File: config.mk
export PLATFORM = sky130hd
export DESIGN_NAME = mips_datapath
export DESIGN_NICKNAME = d
export VERILOG_FILES = /design/src/rtl/mips_datapath_pkg.sv /design/src/rtl/mips_datapath_alu.sv /design/src/rtl/mips_datapath.sv
export SDC_FILE = /design/constraint.sdc
export NUM_CORES = 2
export LEC_CHECK = 0
export BUFFER_PORTS_ARGS = -buffer_cell sky130_fd_sc_hd__buf_2
export CAP_MARGIN = 20
export CORE_MARGIN = 4
export CORE_UTILIZATION = 39
export DETAILED_ROUTE_END_ITERATION = 8
export PLACE_DENSITY_LB_ADDON = 0.12
export SLEW_MARGIN = 20
export SYNTH_ARGS = -nofsm -noshare
export SYNTH_HDL_FRONTEND = slang
export SYNTH_SLANG_ARGS = --single-unit
export TNS_END_PERCENT = 30
File: constraint.sdc
create_clock -name CLOCK -period 7.3 [get_ports CLOCK]
set_input_delay 1.46 -clock CLOCK [delete_from_list [all_inputs] [get_ports CLOCK]]
set_output_delay 1.46 -clock CLOCK [all_outputs]
set_load 0.005 [all_outputs]
File: src/rtl/mips_datapath_pkg.sv
// Shared encodings for the multicycle MIPS datapath: ALU functions,
// ALU B-operand selector and next-PC selector.
package mips_datapath_pkg;

  localparam int XLEN = 32;
  localparam int NREG = 32;

  typedef enum logic [2:0] {
    ALU_AND  = 3'b000,
    ALU_OR   = 3'b001,
    ALU_ADD  = 3'b010,
    ALU_ZERO = 3'b011,
    ALU_ANDN = 3'b100,
    ALU_ORN  = 3'b101,
    ALU_SUB  = 3'b110,
    ALU_SLT  = 3'b111
  } alu_ctrl_e;

  typedef enum logic [1:0] {
    SRCB_REG     = 2'b00,
    SRCB_FOUR    = 2'b01,
    SRCB_IMM     = 2'b10,
    SRCB_IMM_SH2 = 2'b11
  } srcb_e;

  typedef enum logic [1:0] {
    PCSRC_ALU     = 2'b00,
    PCSRC_ALUOUT  = 2'b01,
    PCSRC_JUMP    = 2'b10,
    PCSRC_ALU_ALT = 2'b11
  } pcsrc_e;

  function automatic logic [31:0] sign_ext16(input logic [15:0] imm);
    return {{16{imm[15]}}, imm};
  endfunction

endpackage

File: src/rtl/mips_datapath_alu.sv
// Combinational 32-bit ALU with zero flag and signed-overflow flag.
// Overflow is only meaningful for add/sub; every other function reports 0.
module mips_datapath_alu
  import mips_datapath_pkg::*;
(
  input  logic [31:0] a,
  input  logic [31:0] b,
  input  logic [2:0]  alu_control,
  output logic [31:0] result,
  output logic        zero,
  output logic        overflow
);

  logic [31:0] sum;
  logic [31:0] diff;

  assign sum  = a + b;
  assign diff = a - b;

  // Function select; SLT compares signed operands directly so it stays
  // correct even when the subtraction would overflow.
  always_comb begin
    result   = '0;
    overflow = 1'b0;
    case (alu_control)
      ALU_AND:  result = a & b;
      ALU_OR:   result = a | b;
      ALU_ADD: begin
        result   = sum;
        overflow = (a[31] == b[31]) && (sum[31] != a[31]);
      end
      ALU_ZERO: result = '0;
      ALU_ANDN: result = a & ~b;
      ALU_ORN:  result = a | ~b;
      ALU_SUB: begin
        result   = diff;
        overflow = (a[31] != b[31]) && (diff[31] != a[31]);
      end
      ALU_SLT:  result = {31'd0, ($signed(a) < $signed(b))};
    endcase
  end

  assign zero = (result == 32'd0);

endmodule

File: src/rtl/mips_datapath.sv
// Multicycle MIPS-32 datapath: PC, IR, data register, 32x32 register file,
// ALU and the A/B/ALUOut inter-cycle registers. All sequencing comes from
// the external control FSM through the upper-case control inputs.
module mips_datapath
  import mips_datapath_pkg::*;
(
  input  logic        CLOCK,
  input  logic        RESET,
  input  logic        IORD,
  input  logic        REGDST,
  input  logic        MEMTOREG,
  input  logic        IRWRITE,
  input  logic        REGWRITE,
  input  logic        ALUSRCA,
  input  logic        BRANCH,
  input  logic        PCWRITE,
  input  logic [1:0]  ALUSRCB,
  input  logic [1:0]  PCSRC,
  input  logic [2:0]  ALUCONTROL,
  input  logic [31:0] RD,
  output logic [31:0] ADR,
  output logic [31:0] WD,
  output logic        overflow
);

  logic [31:0] pc;
  logic [31:0] data;
  logic [31:0] a_reg;
  logic [31:0] b_reg;
  logic [31:0] alu_out;
  // Only the operand fields are held here; opcode/funct decoding belongs
  // to the controller, so IR[31:26] has no consumer inside the datapath.
  logic [25:0] instr;
  logic [31:0] rf [NREG];

  logic [4:0]  rs;
  logic [4:0]  rt;
  logic [4:0]  rd;
  logic [4:0]  wr_addr;
  logic [31:0] wr_data;
  logic [31:0] rd1;
  logic [31:0] rd2;
  logic [31:0] sign_imm;
  logic [31:0] jump_target;
  logic [31:0] src_a;
  logic [31:0] src_b;
  logic [31:0] alu_result;
  logic        alu_zero;
  logic [31:0] pc_next;
  logic        pc_en;

  assign rs          = instr[25:21];
  assign rt          = instr[20:16];
  assign rd          = instr[15:11];
  assign sign_imm    = sign_ext16(instr[15:0]);
  assign jump_target = {pc[31:28], instr[25:0], 2'b00};

  // Register 0 is never written and is cleared by reset, so it always reads 0.
  assign rd1     = rf[rs];
  assign rd2     = rf[rt];
  assign wr_addr = REGDST ? rd : rt;
  assign wr_data = MEMTOREG ? data : alu_out;

  assign src_a = ALUSRCA ? a_reg : pc;

  // ALU B-operand select
  always_comb begin
    src_b = b_reg;
    case (ALUSRCB)
      SRCB_REG:     src_b = b_reg;
      SRCB_FOUR:    src_b = 32'd4;
      SRCB_IMM:     src_b = sign_imm;
      SRCB_IMM_SH2: src_b = {sign_imm[29:0], 2'b00};
    endcase
  end

  mips_datapath_alu u_alu (
    .a           (src_a),
    .b           (src_b),
    .alu_control (ALUCONTROL),
    .result      (alu_result),
    .zero        (alu_zero),
    .overflow    (overflow)
  );

  // Next-PC select
  always_comb begin
    pc_next = alu_result;
    case (PCSRC)
      PCSRC_ALU:     pc_next = alu_result;
      PCSRC_ALUOUT:  pc_next = alu_out;
      PCSRC_JUMP:    pc_next = jump_target;
      PCSRC_ALU_ALT: pc_next = alu_result;
    endcase
  end

  assign pc_en = PCWRITE | (BRANCH & alu_zero);

  // PC, IR and the per-cycle pipeline registers
  always_ff @(posedge CLOCK or negedge RESET) begin
    if (!RESET) begin
      pc      <= '0;
      instr   <= '0;
      data    <= '0;
      a_reg   <= '0;
      b_reg   <= '0;
      alu_out <= '0;
    end else begin
      if (pc_en)   pc    <= pc_next;
      if (IRWRITE) instr <= RD[25:0];
      data    <= RD;
      a_reg   <= rd1;
      b_reg   <= rd2;
      alu_out <= alu_result;
    end
  end

  // Register file write port; writes to register 0 are dropped
  always_ff @(posedge CLOCK or negedge RESET) begin
    if (!RESET) begin
      for (int i = 0; i < NREG; i++) rf[i] <= '0;
    end else if (REGWRITE && (wr_addr != 5'd0)) begin
      rf[wr_addr] <= wr_data;
    end
  end

  assign ADR = IORD ? alu_out : pc;
  assign WD  = b_reg;

endmodule

# Yosys cells after proc, flatten, opt, wreduce, memory -nomap -nowiden

Cells that the tools add are included.
Widths: inputs -> output; s select.

Register bits: 1210
Bits in latches: 0
Bits in writable memories: 0
Bits in read-only memories: 0
Memories: 0

$add $sub $neg: 2
Multiply operators: 0
Divide/modulo/power cells: 0
Magnitude comparators: 5
Eq/ne operators: 17
Shift operators: 0
Multiplexer cells: 17
Bitwise logic cells: 11
Reductions and logical operators: 11

Operators with widths:

| kind               | number |
|---|---|
| $bwmux 1024        | 1 |
| $bmux 32 s5        | 2 |
| $mux 32            | 8 |
| $pmux 32 s8        | 1 |
| $demux 32 s5       | 1 |
| $pmux 32 s4        | 1 |
| $pmux 32 s3        | 1 |
| $and 32x32->32     | 2 |
| $or 32x32->32      | 2 |
| $add 32x32->32     | 1 |
| $logic_not 32->1   | 1 |
| $lt 32x32->1       | 1 |
| $not 32->32        | 1 |
| $sub 32x32->32     | 1 |
| $ge 6x6->1 const B | 3 |
| $not 5->6          | 3 |
| $eq 3x3->1 const B | 4 |
| $eq 2x2->1 const B | 4 |
| $eq 3x2->1 const B | 2 |
| $lt 6x1->1 const B | 1 |
| $mux 5             | 1 |
| $reduce_bool 5->1  | 1 |
| $eq 2x1->1 const B | 2 |
| $logic_and 1x1->1  | 4 |
| other kinds (11)   | 14 |

# Logic depth before layout (Yosys ltp)

Depth after elaboration: 9
Gate-level depth with buffers: 21

# Modules after synthesis

From an unflattened synthesis, not the netlist that was laid out.

Cell total of the unflattened synthesis: 7134
Area, all modules: 67055.6 um^2

Modules (own cells, without submodules):

| module            | instances | cells each | area an instance (um^2) | seq. area each (um^2) |
|---|---|---|---|---|
| mips_datapath     | 1         | 6328       | 61746.7                 | 30279.0 |
| mips_datapath_alu | 1         | 806        | 5308.8                  | 0.0 |

# Least setup slack after synthesis

Ideal clock, no wire load.

Path type: input to output
From: input ALUSRCA
To: output overflow
Arrival: 4.906 ns
Path slack: 0.934 ns
Stages on the path: 16
Buffers on the path: 3
Path through: clkbuf_1 buf_1 clkbuf_1 mux2_2 ha_1 nor2b_1 or4_1 o21a_1 o31a_1 o21ai_1 nand2b_1 a21oi_1 xnor2_1 nor3_1 a31oi_1 nor2_1

Longest elaborated chain between the ends: 5

Ends and longest elaborated chain:

| element                                          | RTL line                                         | RTL |
|---|---|---|
| start, declared                                  | mips_datapath.sv:14                              | `input logic ALUSRCA,` |
| $mux 32 (*)                                      | mips_datapath.sv:64                              | `assign src_a = ALUSRCA ? a_reg : pc;` |
| $sub 32x32->32 or $add 32x32->32 (tied branches) | mips_datapath_alu.sv:18, mips_datapath_alu.sv:17 |  |
| $ne 1x1->1, on equally long branches             | mips_datapath_alu.sv:37, mips_datapath_alu.sv:30 |  |
| $logic_and 1x1->1, on equally long branches      | mips_datapath_alu.sv:37, mips_datapath_alu.sv:30 |  |
| $pmux 1 s2 (*)                                   | mips_datapath_alu.sv:25                          | `case (alu_control)` |
| end, declared                                    | mips_datapath.sv:23                              | `output logic overflow` |

Mark *: on every way between the ends. The rest lies on a longest branch, timed or not.

# Worst setup path in the final report

From: input ALUSRCB[1]
To: output overflow

Longest elaborated chain between the ends: 6

Ends and longest elaborated chain:

| element                                          | RTL line                                         | RTL |
|---|---|---|
| start, declared                                  | mips_datapath.sv:17                              | `input logic [1:0] ALUSRCB,` |
| $eq 2x2->1 (tied with other cells)               | mips_datapath.sv:69                              | `case (ALUSRCB)` |
| $pmux 32 s4 (*)                                  | mips_datapath.sv:69                              |  |
| $sub 32x32->32 or $add 32x32->32 (tied branches) | mips_datapath_alu.sv:18, mips_datapath_alu.sv:17 |  |
| $ne 1x1->1, on equally long branches             | mips_datapath_alu.sv:37, mips_datapath_alu.sv:30 |  |
| $logic_and 1x1->1, on equally long branches      | mips_datapath_alu.sv:37, mips_datapath_alu.sv:30 |  |
| $pmux 1 s2 (*)                                   | mips_datapath_alu.sv:25                          |  |

Marks and branches as above.

==> results.yml <==
clock_tree:
  cts_max_level: 4
  cts_inserted_buffers: 140
  clkSinkCount: 1210
  clockBufferDepth: 3
  root_buffer: "clkbuf_16"
  clkSlewWorstSetupHoldPaths_ps: 60
  cts_setup_buffers: 0
  hold_buffers: 0
  cts_tree: "yes"
  post_cts_resized: 0
  clock_latency_ps: 800
worst_hold_path:
  worstHoldStart: "rf[1004]"
  min_path_type: "reg2reg"
worst_setup_path:
  crit_chain: "buf_2, and2_1, o2bb2ai_1, ha_1, inv_1, a21oi_1, o311ai_0, o21a_1, o21ai_1, nand2b_1, a21oi_1, xnor2_1, nor3_1, a31oi_1, nor2_1, buf_2"
  worstSetupStartpoint: "ALUSRCB[1]"
  timing.rr.start: "WD[0]"
  critPathCaptureType: "output pin"
  critPathBufInv: 3
  critPathTopFamily: "compound AO/OA/AOI/OAI gates"
  crit_fanout: 12
  arrival_ps: 5460
  critPathMaxStageDelay_ps: 570
  start_kind: "primary input"
  critical_path_class: "in2out"
  crit_required_ps: 5840
  cpMaxStageDelayCell: "and2_1"
power_and_ir_drop:
  ir_drop_mv: 0.203
  leakagePower_nw: 29.4
  switchingPower_mw: 10.9
  sw_frac_of_total_pct: 35.6
  power_mw: 30.6
  power_density_nw_per_um2: 424
  comb_power_share_pct: 36.2
  pwr-share-clk_pct: 23.2
  p_int_mw: 19.7
  pwr-share-seq_pct: 40.5
grt:
  grt_pass1_wl_mm: 334
  gr-usage-all-layers_pct: 26.5
  grt_max_degree: 167
  grt_pass1_vias: 46700
  grt_overflow: 0
  antenna_found_initial: 17
timing:
  finClkSkew_ps: 39.7
  hold_viol: 0
  rsz0062_at_grt: "no"
  max_freq_ghz: 0.145
  worst_pin_slew_ps: 1090
  maxSlewViolCount: 0
  setup_viol: 0
  period_share_pct: 94.7
  period_needed_ps: 6920
  relSlewSlack_pct: 26.2
  fin_setup_tns_ps: 0
placed_design:
  dp.cells: 7546
  hpwlAfterDp_mm: 138
  io_buffer_count: 113
  placed_cell_area_um2: 67600
  place_congestion: 0.967
drt:
  routedWlPerCell_um: 29.3
  drtIter0Drc: 5098
  final_antenna_net_count: 0
  vias_per_cell: 6.00
  drc_errors: 0
  firstDrtPassIters: 6
  num_vias: 46800
  wirelength_mm: 229
flow_run:
  cap_violations: 0
synthesis:
  ys.warnings.count: 0
  ys_ff_latch: 1210
  yosysSeqAreaShare_pct: 47.0
  synth_top_cell_area_share_pct: 47.0
  yosys-top-cells-area: "dfrtp_1 (47%), mux4_2 (22%), a21oi_1 (8.6%)"
  syn_inst: 5672
  synth-edff-count: 0
  yosysTopAreaCell: "dfrtp_1"
  synth_area_um2: 64400
  synth_ff_type: "dfrtp_1"
  async_flop_share_pct: 100
  ys_types: 83
  syn_avg_cell_area_um2: 11.3
  syn-num-nets: 5788
floorplan:
  die_h_um: 414
  fp-row-count: 148
  dieArea_um2: 172000
  start_util_pct: 39.4
  core_um2: 163000
  io_pins: 114
  die_x_um: 414
final_layout:
  drive_gt1_share_pct: 24.4
  fin_area_um2: 72300
  largest_register_ffs: 1024
  utilization_pct: 44.3
  final_nets: 5631
  area_growth_syn_to_layout_pct: 12.3
  layout_commonest_cell: "dfrtp_1"
  instances_no_fill: 7798
  regMostFlops: "rf"
  mostFrequentLayoutCells: "dfrtp_1 (1,200), a21oi_1 (1,106), nor2_1 (1,101), mux4_2 (640), mux2_2 (149)"
run_status:
  status: "finished clean"
power by group through the flow:
| stage | registers (mW) | logic [mW] | clock network (mW) |
|---|---|---|---|
| 6_report | 12.4 | 11.1 | 7.12 |
| 3_3_place_gp | 12.3 | 10.8 | 0 |
| 2_1_floorplan | 11.3 | 8.39 | 0 |
| 5_1_grt | 12.8 | 12.1 | 7.58 |
| 3_5_place_dp | 12.4 | 11.0 | 0 |
| 4_1_cts | 12.4 | 11.1 | 7.28 |
through the flow:
step | hold slack [ps] | setup WS, ps
final | 393 | 384
after global routing | 405 | 62.2
after CTS | 396 | 448
after detailed placement | 383 | 203
after global placement | 377 | 263
after floorplan | 441 | 934
cells in the mapped netlist, drive strengths merged (7+ instances only):
library cell / instances
a211oi: 11
o21ai: 99
or3: 8
dfrtp: 1210
mux2: 150
xnor2: 47
mux4: 640
clkbuf: 471
o21bai: 8
a22oi: 31
o21a: 9
nor2: 1119
nor4: 21
nand2b: 16
maj3: 20
nand4: 20
a31oi: 13
buf: 98
nor2b: 17
nand2: 123
inv: 74
ha: 65
o31ai: 15
a21o: 12
o211ai: 25
nand3: 15
nor3: 51
mux2i: 55
a21oi: 1109
o22ai: 7
routing by layer:
layer	part of all wire, %	routed length (um)	global-route usage [%]
met1	45	104000	39.4
met2	44	101000	39.5
met3	7.3	16800	5.08
met4	3.0	6830	7.64
met5	0	0	0
final timing paths:
check,endpoint,slack [ps],depth (start not counted)
min in group asynchronous,rf[542],600,1
max reg2reg,pc[0],1620,17
max,overflow,380,16
max in group asynchronous,rf[580],4930,3
min,rf[1004],390,0
min reg2reg,rf[1004],390,0
cell families (layout without fill, tap and decap cells):
group	after synthesis	count (layout)	share of synthesized area (%)
adders and majority gates	87	87	1.64
other	0	2	0
and+or+nand+nor	1424	1424	8.97
buffers and inverters	644	593	3.83
muxes	845	845	25.9
AOI/OAI and AO/OA	1411	1411	12.0
xor gates and xnor gates	51	51	0.694
DFF	1210	1210	47.0
area by class of cell:
type / count / area [um2]
fillers: 15200 / 91000
clock buffers: 217 / 4250
inverters: 75 / 282
multi-input cells: 3818 / 32100
clock inverters: 31 / 413
flip-flops and latches: 1210 / 30300
repair buffers: 270 / 2190
well taps: 2175 / 2720
diodes: 2 / 5.00
Power figures use the tool's default switching activity.
